File: src/rtl/serial_subtractor.sv
// serial_subtractor: bit-serial two's-complement subtractor computing
// a - b - bin LSB first through one full-subtractor cell and a borrow flop.
// Results and flags are held from the done cycle until the next operation
// completes; partial results live only in an internal shift register.
module serial_subtractor #(
  parameter int WIDTH = 4
) (
  input  logic             clk,
  input  logic             rst,
  input  logic             start,
  output logic             ready,
  input  logic [WIDTH-1:0] a,
  input  logic [WIDTH-1:0] b,
  input  logic             bin,
  output logic             busy,
  output logic             done,
  output logic [WIDTH-1:0] diff,
  output logic             bout,
  output logic             ovf,
  output logic             zero
);

  localparam int CW = $clog2(WIDTH) + 1;

  typedef enum logic [1:0] {
    S_IDLE  = 2'd0,
    S_SHIFT = 2'd1,
    S_DONE  = 2'd2
  } state_t;

  state_t           r_state;
  logic [CW-1:0]    r_cnt;
  logic [WIDTH-1:0] r_a_sr;
  logic [WIDTH-1:0] r_b_sr;
  logic [WIDTH-1:0] r_res_sr;
  logic             r_br;
  logic             r_a_msb;
  logic             r_b_msb;
  logic [WIDTH-1:0] r_diff;
  logic             r_bout;
  logic             r_ovf;
  logic             r_zero;
  logic             r_done;

  logic             w_x;
  logic             w_y;
  logic             w_d;
  logic             w_br_next;
  logic             w_last;
  logic [WIDTH-1:0] w_res_next;

  // Full-subtractor cell operating on the current LSBs and the borrow flop
  assign w_x        = r_a_sr[0];
  assign w_y        = r_b_sr[0];
  assign w_d        = w_x ^ w_y ^ r_br;
  assign w_br_next  = (~w_x & w_y) | (~w_x & r_br) | (w_y & r_br);
  // The final difference bit enters from the MSB side, so after WIDTH
  // shifts the register holds the result in natural bit order.
  assign w_res_next = {w_d, r_res_sr[WIDTH-1:1]};
  assign w_last     = (r_cnt == CW'(WIDTH - 1));

  assign ready = (r_state == S_IDLE);
  assign busy  = (r_state != S_IDLE);
  assign done  = r_done;
  assign diff  = r_diff;
  assign bout  = r_bout;
  assign ovf   = r_ovf;
  assign zero  = r_zero;

  // Control FSM, serial datapath and registered result/flag outputs
  always_ff @(posedge clk) begin
    if (rst) begin
      r_state  <= S_IDLE;
      r_cnt    <= '0;
      r_a_sr   <= '0;
      r_b_sr   <= '0;
      r_res_sr <= '0;
      r_br     <= 1'b0;
      r_a_msb  <= 1'b0;
      r_b_msb  <= 1'b0;
      r_diff   <= '0;
      r_bout   <= 1'b0;
      r_ovf    <= 1'b0;
      r_zero   <= 1'b0;
      r_done   <= 1'b0;
    end else begin
      case (r_state)
        S_IDLE: begin
          r_done <= 1'b0;
          if (start) begin
            r_a_sr  <= a;
            r_b_sr  <= b;
            r_br    <= bin;
            r_cnt   <= '0;
            r_a_msb <= a[WIDTH-1];
            r_b_msb <= b[WIDTH-1];
            r_state <= S_SHIFT;
          end
        end
        S_SHIFT: begin
          r_res_sr <= w_res_next;
          r_a_sr   <= {1'b0, r_a_sr[WIDTH-1:1]};
          r_b_sr   <= {1'b0, r_b_sr[WIDTH-1:1]};
          r_br     <= w_br_next;
          r_cnt    <= r_cnt + CW'(1);
          if (w_last) begin
            // Publish the completed result and flags together with done
            r_diff  <= w_res_next;
            r_bout  <= w_br_next;
            r_ovf   <= (r_a_msb != r_b_msb) && (w_d != r_a_msb);
            r_zero  <= (w_res_next == '0);
            r_done  <= 1'b1;
            r_state <= S_DONE;
          end
        end
        S_DONE: begin
          r_done  <= 1'b0;
          r_state <= S_IDLE;
        end
        default: begin
          r_done  <= 1'b0;
          r_state <= S_IDLE;
        end
      endcase
    end
  end

endmodule
File: config.mk
export PLATFORM = sky130hd
export DESIGN_NAME = serial_subtractor
export DESIGN_NICKNAME = d
export VERILOG_FILES = /design/src/rtl/serial_subtractor.sv
export SDC_FILE = /design/constraint.sdc
export NUM_CORES = 1
export LEC_CHECK = 0
export BUFFER_PORTS_ARGS = -buffer_cell sky130_fd_sc_hd__clkbuf_2
export CAP_MARGIN = 40
export CORE_MARGIN = 2
export CORE_UTILIZATION = 52
export DETAILED_ROUTE_END_ITERATION = 7
export HOLD_SLACK_MARGIN = 0.1
export PLACE_DENSITY = 0.76
export SLEW_MARGIN = 10
export SYNTH_ARGS = -nofsm -noshare
export SYNTH_HDL_FRONTEND = slang
export SYNTH_SLANG_ARGS = --single-unit
export TNS_END_PERCENT = 1
File: constraint.sdc
create_clock -name clk -period 1.9 [get_ports clk]
set_input_delay 0.19 -clock clk [delete_from_list [all_inputs] [get_ports clk]]
set_output_delay 0.19 -clock clk [all_outputs]
set_load 0.05 [all_outputs]
==> impl_metrics.toml, run 1 <==
[status]
status = "finished clean"

[placed_design]
portBuffers = 21
hpwl_um = 1330
gp_congestion = 0.769
dpl.cell_count = 161

[floorplan]
die_h_um = 50.7
coreArea_sq_um = 2000
dieArea_sq_um = 2570
ioPinCount = 22
initial_core_util_pct = 56.7
die_w_um = 50.7
row_count = 16

[global_route]
grt_max_degree = 28
grt_pass1_wl_um = 3220
antenna_found_initial = 0
gr-total-overflow = 0
grt_pass1_vias = 754
grt_usage_pct = 16.7

[cells_and_area]
drive_gt1_share_pct = 24.6
instances_no_fill = 165
antennaDiodeCount = 0
final_common_cell = "dfxtp_1"
final_nets = 154
final_cell_mix = "dfxtp_1, nor2_1, clkbuf_2"
nFillCells = 177
area_delta_synth_final_pct = 12.6

[worst_setup_path]
r2r.worst_path.cells = 5
critical_path_class = "reg2out"
ff2ff_setup_slack_ns = 0.32
critPathLaunch = "r_state[0]$_SDFFE_PP0P_"
arrival_ns = 1.48
cp_max_fo = 12
r2r_start = "r_a_sr[0]$_SDFFE_PP0P_"
critPathLaunchType = "flip-flop"
rr_endpoint = "zero$_SDFFE_PP0P_"
crit_path_end_kind = "output pin"
required_ns = 1.71

[hold_path]
hp-start = "b[3]"
hp-class = "in2reg"
min_to = "r_b_msb$_SDFFE_PP0P_"
hold-path-cell-count = 3

[clock_tree]
cts_resized = 0
cts-root-buf = "clkbuf_4"
numCtsBuffers = 3
cts_setup_buffers = 0
htreeDepth = 1
cts_hold_buf = 0
cts_buffer_depth = 2
clk_latency_ns = 0.32
clkTransAtPathRegs_ns = 0.15
cts_tree = "yes"
clock-sinks = 27

[detailed_routing]
drtAntennaViolNets = 0
routed_via_density = 5.13
wl_per_cell_um = 11.2
route.vias.total = 846
totalWireLength_um = 1840
route.detailed.drc = 0
drt_first_iter_violations = 7
drt-pass1-iter-count = 3

[sta]
tightest_slew_ns = 0.548
clock_skew_ns = 0.00598
relSlewSlack_pct = 63.5
fin_crit_sh_pct = 87.8
tns_ns = 0
final-setup-viol-count = 0
rsz0062_at_grt = "no"
slew_violations = 0
hold_violations = 0
fmax_mhz = 600
period_needed_ns = 1.67

[synthesis]
ys_warn_count = 0
syn_area_sq_um = 1130
synth_seq_cells = 27
synthTopCellsByArea = "dfxtp_1, mux2i_1, nor2_1"
synthCells = 118
ys_seq_area_share_pct = 47.6
synth_top_area_cell = "dfxtp_1"
synth_cell_types = 26
synth_nets = 133
syn_avg_cell_area_sq_um = 9.62
synth_top_cell_area_share_pct = 47.6

[flow_run]
max-cap-violations = 0

[power]
leakage_nw = 0.541
vdd_drop_max_mv = 0.502
power_uw = 1000
p_per_area_nw_per_um2 = 783
[final cells by class]
| cell class | instances | area [sq um] | share of cell area [%] |
|---|---|---|---|
| inverter | 5 | 18.8 | 1.47 |
| clock inverter | 1 | 7.51 | 0.588 |
| sequential | 27 | 541 | 42.3 |
| clock buffer | 3 | 22.5 | 1.76 |
| tap | 27 | 33.8 | 2.64 |
| timing repair buffer | 23 | 120 | 9.40 |
| multi-input combinational | 79 | 534 | 41.8 |
[kinds of logic after synthesis]
group | synth area share, %
compound gates | 15.5
fa+ha+maj | 3.97
buf+inv | 5.29
flops | 47.6
mux | 11.5
simple gates | 16.1
[cell usage after synthesis (all sizes together)]
cell type / instances
mux2i: 13
o21bai: 1
nor4b: 1
a22oi: 4
and3b: 1
o21ba: 1
nand3b: 2
nor2b: 1
or2: 1
nor2: 22
nor3b: 1
buf: 6
nor3: 1
ha: 2
a211oi: 10
fa: 1
dfxtp: 27
inv: 5
nand2: 10
o21ai: 1
a21oi: 6
clkbuf: 1
[how the worst max path moves through the flow]
stage | endpoint | depth (start not counted) | slack [ns]
after CTS | ready | 3 | 0.22
after global routing | ready | 3 | 0.14
after global placement | zero$_SDFFE_PP0P_ | 5 | 0.40
after floorplan | ready | 3 | 0.42
after detailed placement | zero$_SDFFE_PP0P_ | 5 | 0.34
final | ready | 3 | 0.23
[routing by layer]
layer  global-route usage (%)  routed length, um  vias up
met1                     22.2                946      388
met3                     2.68                 72        2
li1                         -                  -      443
met2                     26.1                802       13
met4                     8.11                 19        0
met5                        0                  0        -
[state kept, by name, indices dropped and copies added (netlist names)]
signal,count
r_br,1
r_a_msb,1
zero,1
r_cnt,3
r_state,2
r_b_msb,1
bout,1
ovf,1
r_b_sr,4
r_res_sr,3
r_a_sr,4
done,1
diff,4
[metrics by stage]
stage               utilization, %  worst slack [ns]  cell area (sq um)  hold WS (ns)
floorplan                        -             0.417               1130         0.337
global placement              62.3             0.396               1250         0.443
detailed placement            62.3             0.345               1250         0.447
CTS                           63.8             0.224               1280         0.114
global route                  63.8             0.141               1280         0.124
finish                        63.8             0.233               1280         0.114
[power breakdown]
group          total, mW  internal, mW  leakage (nW)  switching (mW)
combinational      0.139        0.0624         0.306          0.0764
clock              0.248        0.0803        0.0139           0.168
sequential         0.613         0.592         0.221          0.0212
[critical path: stages (launching register included)]
cell and delay (ns):
dfxtp_1 0.48, or2_2 0.36, inv_1 0.06, clkbuf_2 0.26
Power figures use the tool's default switching activity.
==> inputs of run 2 (changes only) <==
--- a/config.mk
+++ b/config.mk
@@ -7,11 +7,11 @@
 export LEC_CHECK = 0
 export BUFFER_PORTS_ARGS = -buffer_cell sky130_fd_sc_hd__clkbuf_2
 export CAP_MARGIN = 40
+export CORE_ASPECT_RATIO = 0.7
 export CORE_MARGIN = 2
-export CORE_UTILIZATION = 52
+export CORE_UTILIZATION = 40
 export DETAILED_ROUTE_END_ITERATION = 7
 export HOLD_SLACK_MARGIN = 0.1
-export PLACE_DENSITY = 0.76
 export SLEW_MARGIN = 10
 export SYNTH_ARGS = -nofsm -noshare
 export SYNTH_HDL_FRONTEND = slang
==> impl_metrics.toml, run 2 (synthesis results as in run 1) <==
[sta]
fin_crit_sh_pct = 83.6
rsz0062_at_grt = "no"
tns_ns = 0
period_needed_ns = 1.59
fmax_mhz = 629
final-setup-viol-count = 0
whs_ns = 0.175
tightest_slew_ns = 0.566
relSlewSlack_pct = 62.3
clock_skew_ns = 0.00556
slew_violations = 0
hold_violations = 0

[status]
status = "finished clean"

[detailed_routing]
routed_via_density = 4.91
route.detailed.drc = 0
drt_first_iter_violations = 41
drt-pass1-iter-count = 4
wl_per_cell_um = 11.6
drtAntennaViolNets = 0
route.vias.total = 854
totalWireLength_um = 2030

[floorplan]
die_w_um = 67.7
row_count = 16
initial_core_util_pct = 41.4
die_h_um = 48.6
coreArea_sq_um = 2740
ioPinCount = 22
dieArea_sq_um = 3290

[worst_setup_path]
critPathLaunchType = "flip-flop"
arrival_ns = 1.78
r2r.worst_path.cells = 5
cp_max_fo = 5
critical_path_class = "reg2reg"
crit_path_end_kind = "flip-flop"
required_ns = 2.10

[global_route]
grt_usage_pct = 13.5
antenna_found_initial = 0
grt_pass1_vias = 791
gr-total-overflow = 0
grt_pass1_wl_um = 3430
grt_max_degree = 28

[clock_tree]
cts_buffer_depth = 2
cts-root-buf = "clkbuf_8"
cts_hold_buf = 0
cts_resized = 0
htreeDepth = 1
clkTransAtPathRegs_ns = 0.09
clock-sinks = 27
cts_setup_buffers = 0
cts_tree = "yes"
numCtsBuffers = 3
clk_latency_ns = 0.27

[cells_and_area]
area_delta_synth_final_pct = 14.9
drive_gt1_share_pct = 23.9
final_cell_mix = "dfxtp_1, nor2_1, clkbuf_2"
seq_area_sq_um = 541
post-route-util_pct = 47.5
multi_input_area_sq_um = 534
instances_no_fill = 174
nFillCells = 259
final_common_cell = "dfxtp_1"
antennaDiodeCount = 0
final_nets = 154

[flow_run]
max-cap-violations = 0

[placed_design]
hpwl_um = 1500
dpl.cell_count = 170
portBuffers = 21
gp_congestion = 0.693

[power]
vdd_drop_max_mv = 0.438
p_per_area_nw_per_um2 = 820
leakage_nw = 0.550

[hold_path]
hp-class = "in2reg"
hold-path-cell-count = 3
[run 2: cell types whose count changed in the layout (fill, tap and decap cells not counted), sizes merged]
cell	previous run	this run
clkbuf	24	25
clkinvlp	1	0
[run 2: through the flow]
stage / setup slack, ns / area [sq um] / power, mW
4_1_cts: 0.301 / 1300 / 1.08
3_5_place_dp: 0.339 / 1260 / 0.768
2_1_floorplan: 0.417 / 1130 / 0.733
3_3_place_gp: 0.385 / 1260 / 0.763
6_report: 0.311 / 1300 / 1.07
5_1_grt: 0.192 / 1300 / 1.12
[run 2: worst max-delay path, stage by stage, from the launching register on]
cell and delay, ns:
dfxtp_1 0.35, inv_1 0.06, fa_1 0.62, nor4b_1 0.25, nand2_1 0.08, a21oi_1 0.15
[run 2: power breakdown]
group | internal (mW) | switching [mW]
combinational | 0.0627 | 0.0780
clock | 0.150 | 0.166
sequential | 0.591 | 0.0218
total | 0.804 | 0.266
[run 2: metal layers]
| metal | wire, um | global-route usage, % | vias up |
|---|---|---|---|
| met2 | 843 | 19.9 | 13 |
| met1 | 1060 | 19.2 | 396 |
| met3 | 113 | 5.81 | 2 |
| met5 | 0 | 0 | - |
| li1 | - | - | 443 |
| met4 | 8 | 1.02 | 0 |
[run 2: worst paths after layout]
kind / from / end / slack, ns
min reg2reg: diff[2]$_SDFFE_PP0P_ / diff[2]$_SDFFE_PP0P_ / 0.46
min: b[3] / r_b_sr[3]$_SDFFE_PP0P_ / 0.18
max: r_a_sr[0]$_SDFFE_PP0P_ / zero$_SDFFE_PP0P_ / 0.31
max reg2reg: r_a_sr[0]$_SDFFE_PP0P_ / zero$_SDFFE_PP0P_ / 0.31
[run 2: layout make-up]
cell class | instances | share of cell area [%]
sequential | 27 | 41.5
inverter | 5 | 1.44
timing repair buffer | 23 | 9.21
clock buffer | 4 | 3.45
tap | 36 | 3.45
multi-input combinational | 79 | 41.0
==> inputs of run 3 (changes only) <==
==> constraint.sdc (replaced) <==
create_clock -name clk -period 1.4 [get_ports clk]
set_input_delay 0.14 -clock clk [delete_from_list [all_inputs] [get_ports clk]]
set_output_delay 0.14 -clock clk [all_outputs]
set_load 0.05 [all_outputs]
==> impl_metrics.toml, run 3 (synthesis results as in run 1) <==
[detailed_routing]
route.vias.total = 870
drt_first_iter_violations = 24
totalWireLength_um = 2110
drtAntennaViolNets = 0
wl_per_cell_um = 11.8
route.detailed.drc = 0
drt-pass1-iter-count = 4
routed_via_density = 4.86

[worst_setup_path]
critPathMaxStageDelay_ns = 0.55
crit_chain = "inv_2 -> fa_1 -> buf_4 -> nand3b_1 -> a211oi_1"
crit_path_end_kind = "flip-flop"
r2r.worst_path.cells = 5
cp_max_fo = 3
slowest_stage = "fa_1"
required_ns = 1.59
crit_family = "adder cells"
ff2ff_setup_slack_ns = 0.005
critical_path_class = "reg2reg"
arrival_ns = 1.58
r2r_start = "r_a_sr[0]$_SDFFE_PP0P_"
critPathLaunchType = "flip-flop"
crit_buf_inv = 2
rr_endpoint = "ovf$_SDFFE_PP0P_"

[placed_design]
placed_area_sq_um = 1290
dpl.cell_count = 174
gp_congestion = 0.737
portBuffers = 21
hpwl_um = 1530

[sta]
clock_skew_ns = 0.00398
final-setup-viol-count = 0
rsz0062_at_grt = "yes"
period_needed_ns = 1.39
fmax_mhz = 717
slew_violations = 0
tns_ns = 0
fin_crit_sh_pct = 99.6
relSlewSlack_pct = 59.7
tightest_slew_ns = 0.605
whs_ns = 0.129
hold_violations = 0

[cells_and_area]
instances_no_fill = 179
final_cell_area_sq_um = 1380
area_delta_synth_final_pct = 21.6
nFillCells = 262
antennaDiodeCount = 0
final_nets = 159
final_cell_mix = "nor2_1, dfxtp_1, clkbuf_2"
drive_gt1_share_pct = 34.3

[power]
power_mw = 1.50
p_sw_uw = 373
vdd_drop_max_mv = 0.626
leakage_nw = 0.582
seqPwrFrac_pct = 55.7
p_comb_share_pct = 15.7
clkPwrFrac_pct = 28.6
p_int_mw = 1.12
p_sw_share_pct = 24.9
p_per_area_nw_per_um2 = 1090

[clock_tree]
cts-root-buf = "clkbuf_8"
cts_tree = "yes"
cts_buffer_depth = 2
clkTransAtPathRegs_ns = 0.09
clock-sinks = 27
htreeDepth = 1
numCtsBuffers = 3
clk_latency_ns = 0.27

[floorplan]
ioPinCount = 22
initial_core_util_pct = 41.4
coreArea_sq_um = 2740
dieArea_sq_um = 3290
die_h_um = 48.6
row_count = 16
die_w_um = 67.7

[global_route]
antenna_found_initial = 0
grt.busiest_layer = "met1"
grt_pass1_vias = 820
met3_usage_pct = 5.58
grt_max_degree = 28
grt_usage_pct = 14.8
met1_usage_pct = 21.3
grt_use_met2_pct = 21.1
gr-total-overflow = 0
grt_pass1_wl_um = 3660

[hold_path]
min_to = "r_b_sr[3]$_SDFFE_PP0P_"
hp-start = "b[3]"
hp-class = "in2reg"
hold-path-cell-count = 3

[flow_run]
max-cap-violations = 0

[status]
status = "finished clean"
run 3: changes by cell type in the layout (fill, tap and decap cells not counted), moves of 2 or more:
cell,change
a211oi_1,-2
a211oi_2,+2
buf_4,+4
dfxtp_1,-5
dfxtp_2,+5
run 3: repair_timing:
action | in CTS | in global routing
setup buffers | 1 | 0
resized for setup | 9 | 4
pin swaps | 2 | 0
setup endpoints to repair | 5 | 7
gates cloned | 0 | 0
hold buffers | 0 | 0
run 3: metal layers:
layer | vias to the layer above | wire [um]
met5 | - | 0
met4 | 0 | 13
met3 | 2 | 92
met2 | 12 | 885
met1 | 402 | 1120
li1 | 454 | -
run 3: metrics by stage:
step / setup WS [ns] / utilization (%)
after floorplan: -0.0328 / -
after global placement: -0.0215 / 47.2
after CTS: -0.00659 / 50.0
after detailed placement: -0.0825 / 47.2
final: 0.00544 / 50.3
after global routing: -0.0465 / 50.3
run 3: worst max path at each step:
stage	startpoint	endpoint	slack, ns	cells after the start
after floorplan	r_state[0]$_SDFFE_PP0P_	ready	-0.03	3
after global placement	r_a_sr[0]$_SDFFE_PP0P_	zero$_SDFFE_PP0P_	-0.02	5
after detailed placement	r_a_sr[0]$_SDFFE_PP0P_	zero$_SDFFE_PP0P_	-0.08	5
after CTS	r_a_sr[0]$_SDFFE_PP0P_	ovf$_SDFFE_PP0P_	-0.007	5
after global routing	r_a_sr[0]$_SDFFE_PP0P_	ovf$_SDFFE_PP0P_	-0.05	5
final	r_a_sr[0]$_SDFFE_PP0P_	ovf$_SDFFE_PP0P_	0.005	5
run 3: power by group through the flow:
stage / Sequential (mW) / Clock, mW / Combinational, mW
CTS: 0.833 / 0.448 / 0.231
finish: 0.834 / 0.429 / 0.235
detailed placement: 0.849 / 0 / 0.210
global route: 0.840 / 0.495 / 0.259
global placement: 0.848 / 0 / 0.205
floorplan: 0.841 / 0 / 0.158
run 3: tightest hold or removal path, delay by kind of cell:
family                 cells  cell delay (ns)
AND/OR/NAND/NOR            1             0.07
AO/OA/AOI/OAI              1             0.06
buffers and inverters      1             0.09
run 3: area by class of cell:
cell class / count / area [sq um] / area share [%]
timing repair buffer: 28 / 170 / 12.3
sequential: 27 / 547 / 39.6
clock buffer: 4 / 45.0 / 3.26
tap: 36 / 45.0 / 3.26
inverter: 5 / 18.8 / 1.36
multi-input combinational: 79 / 554 / 40.2
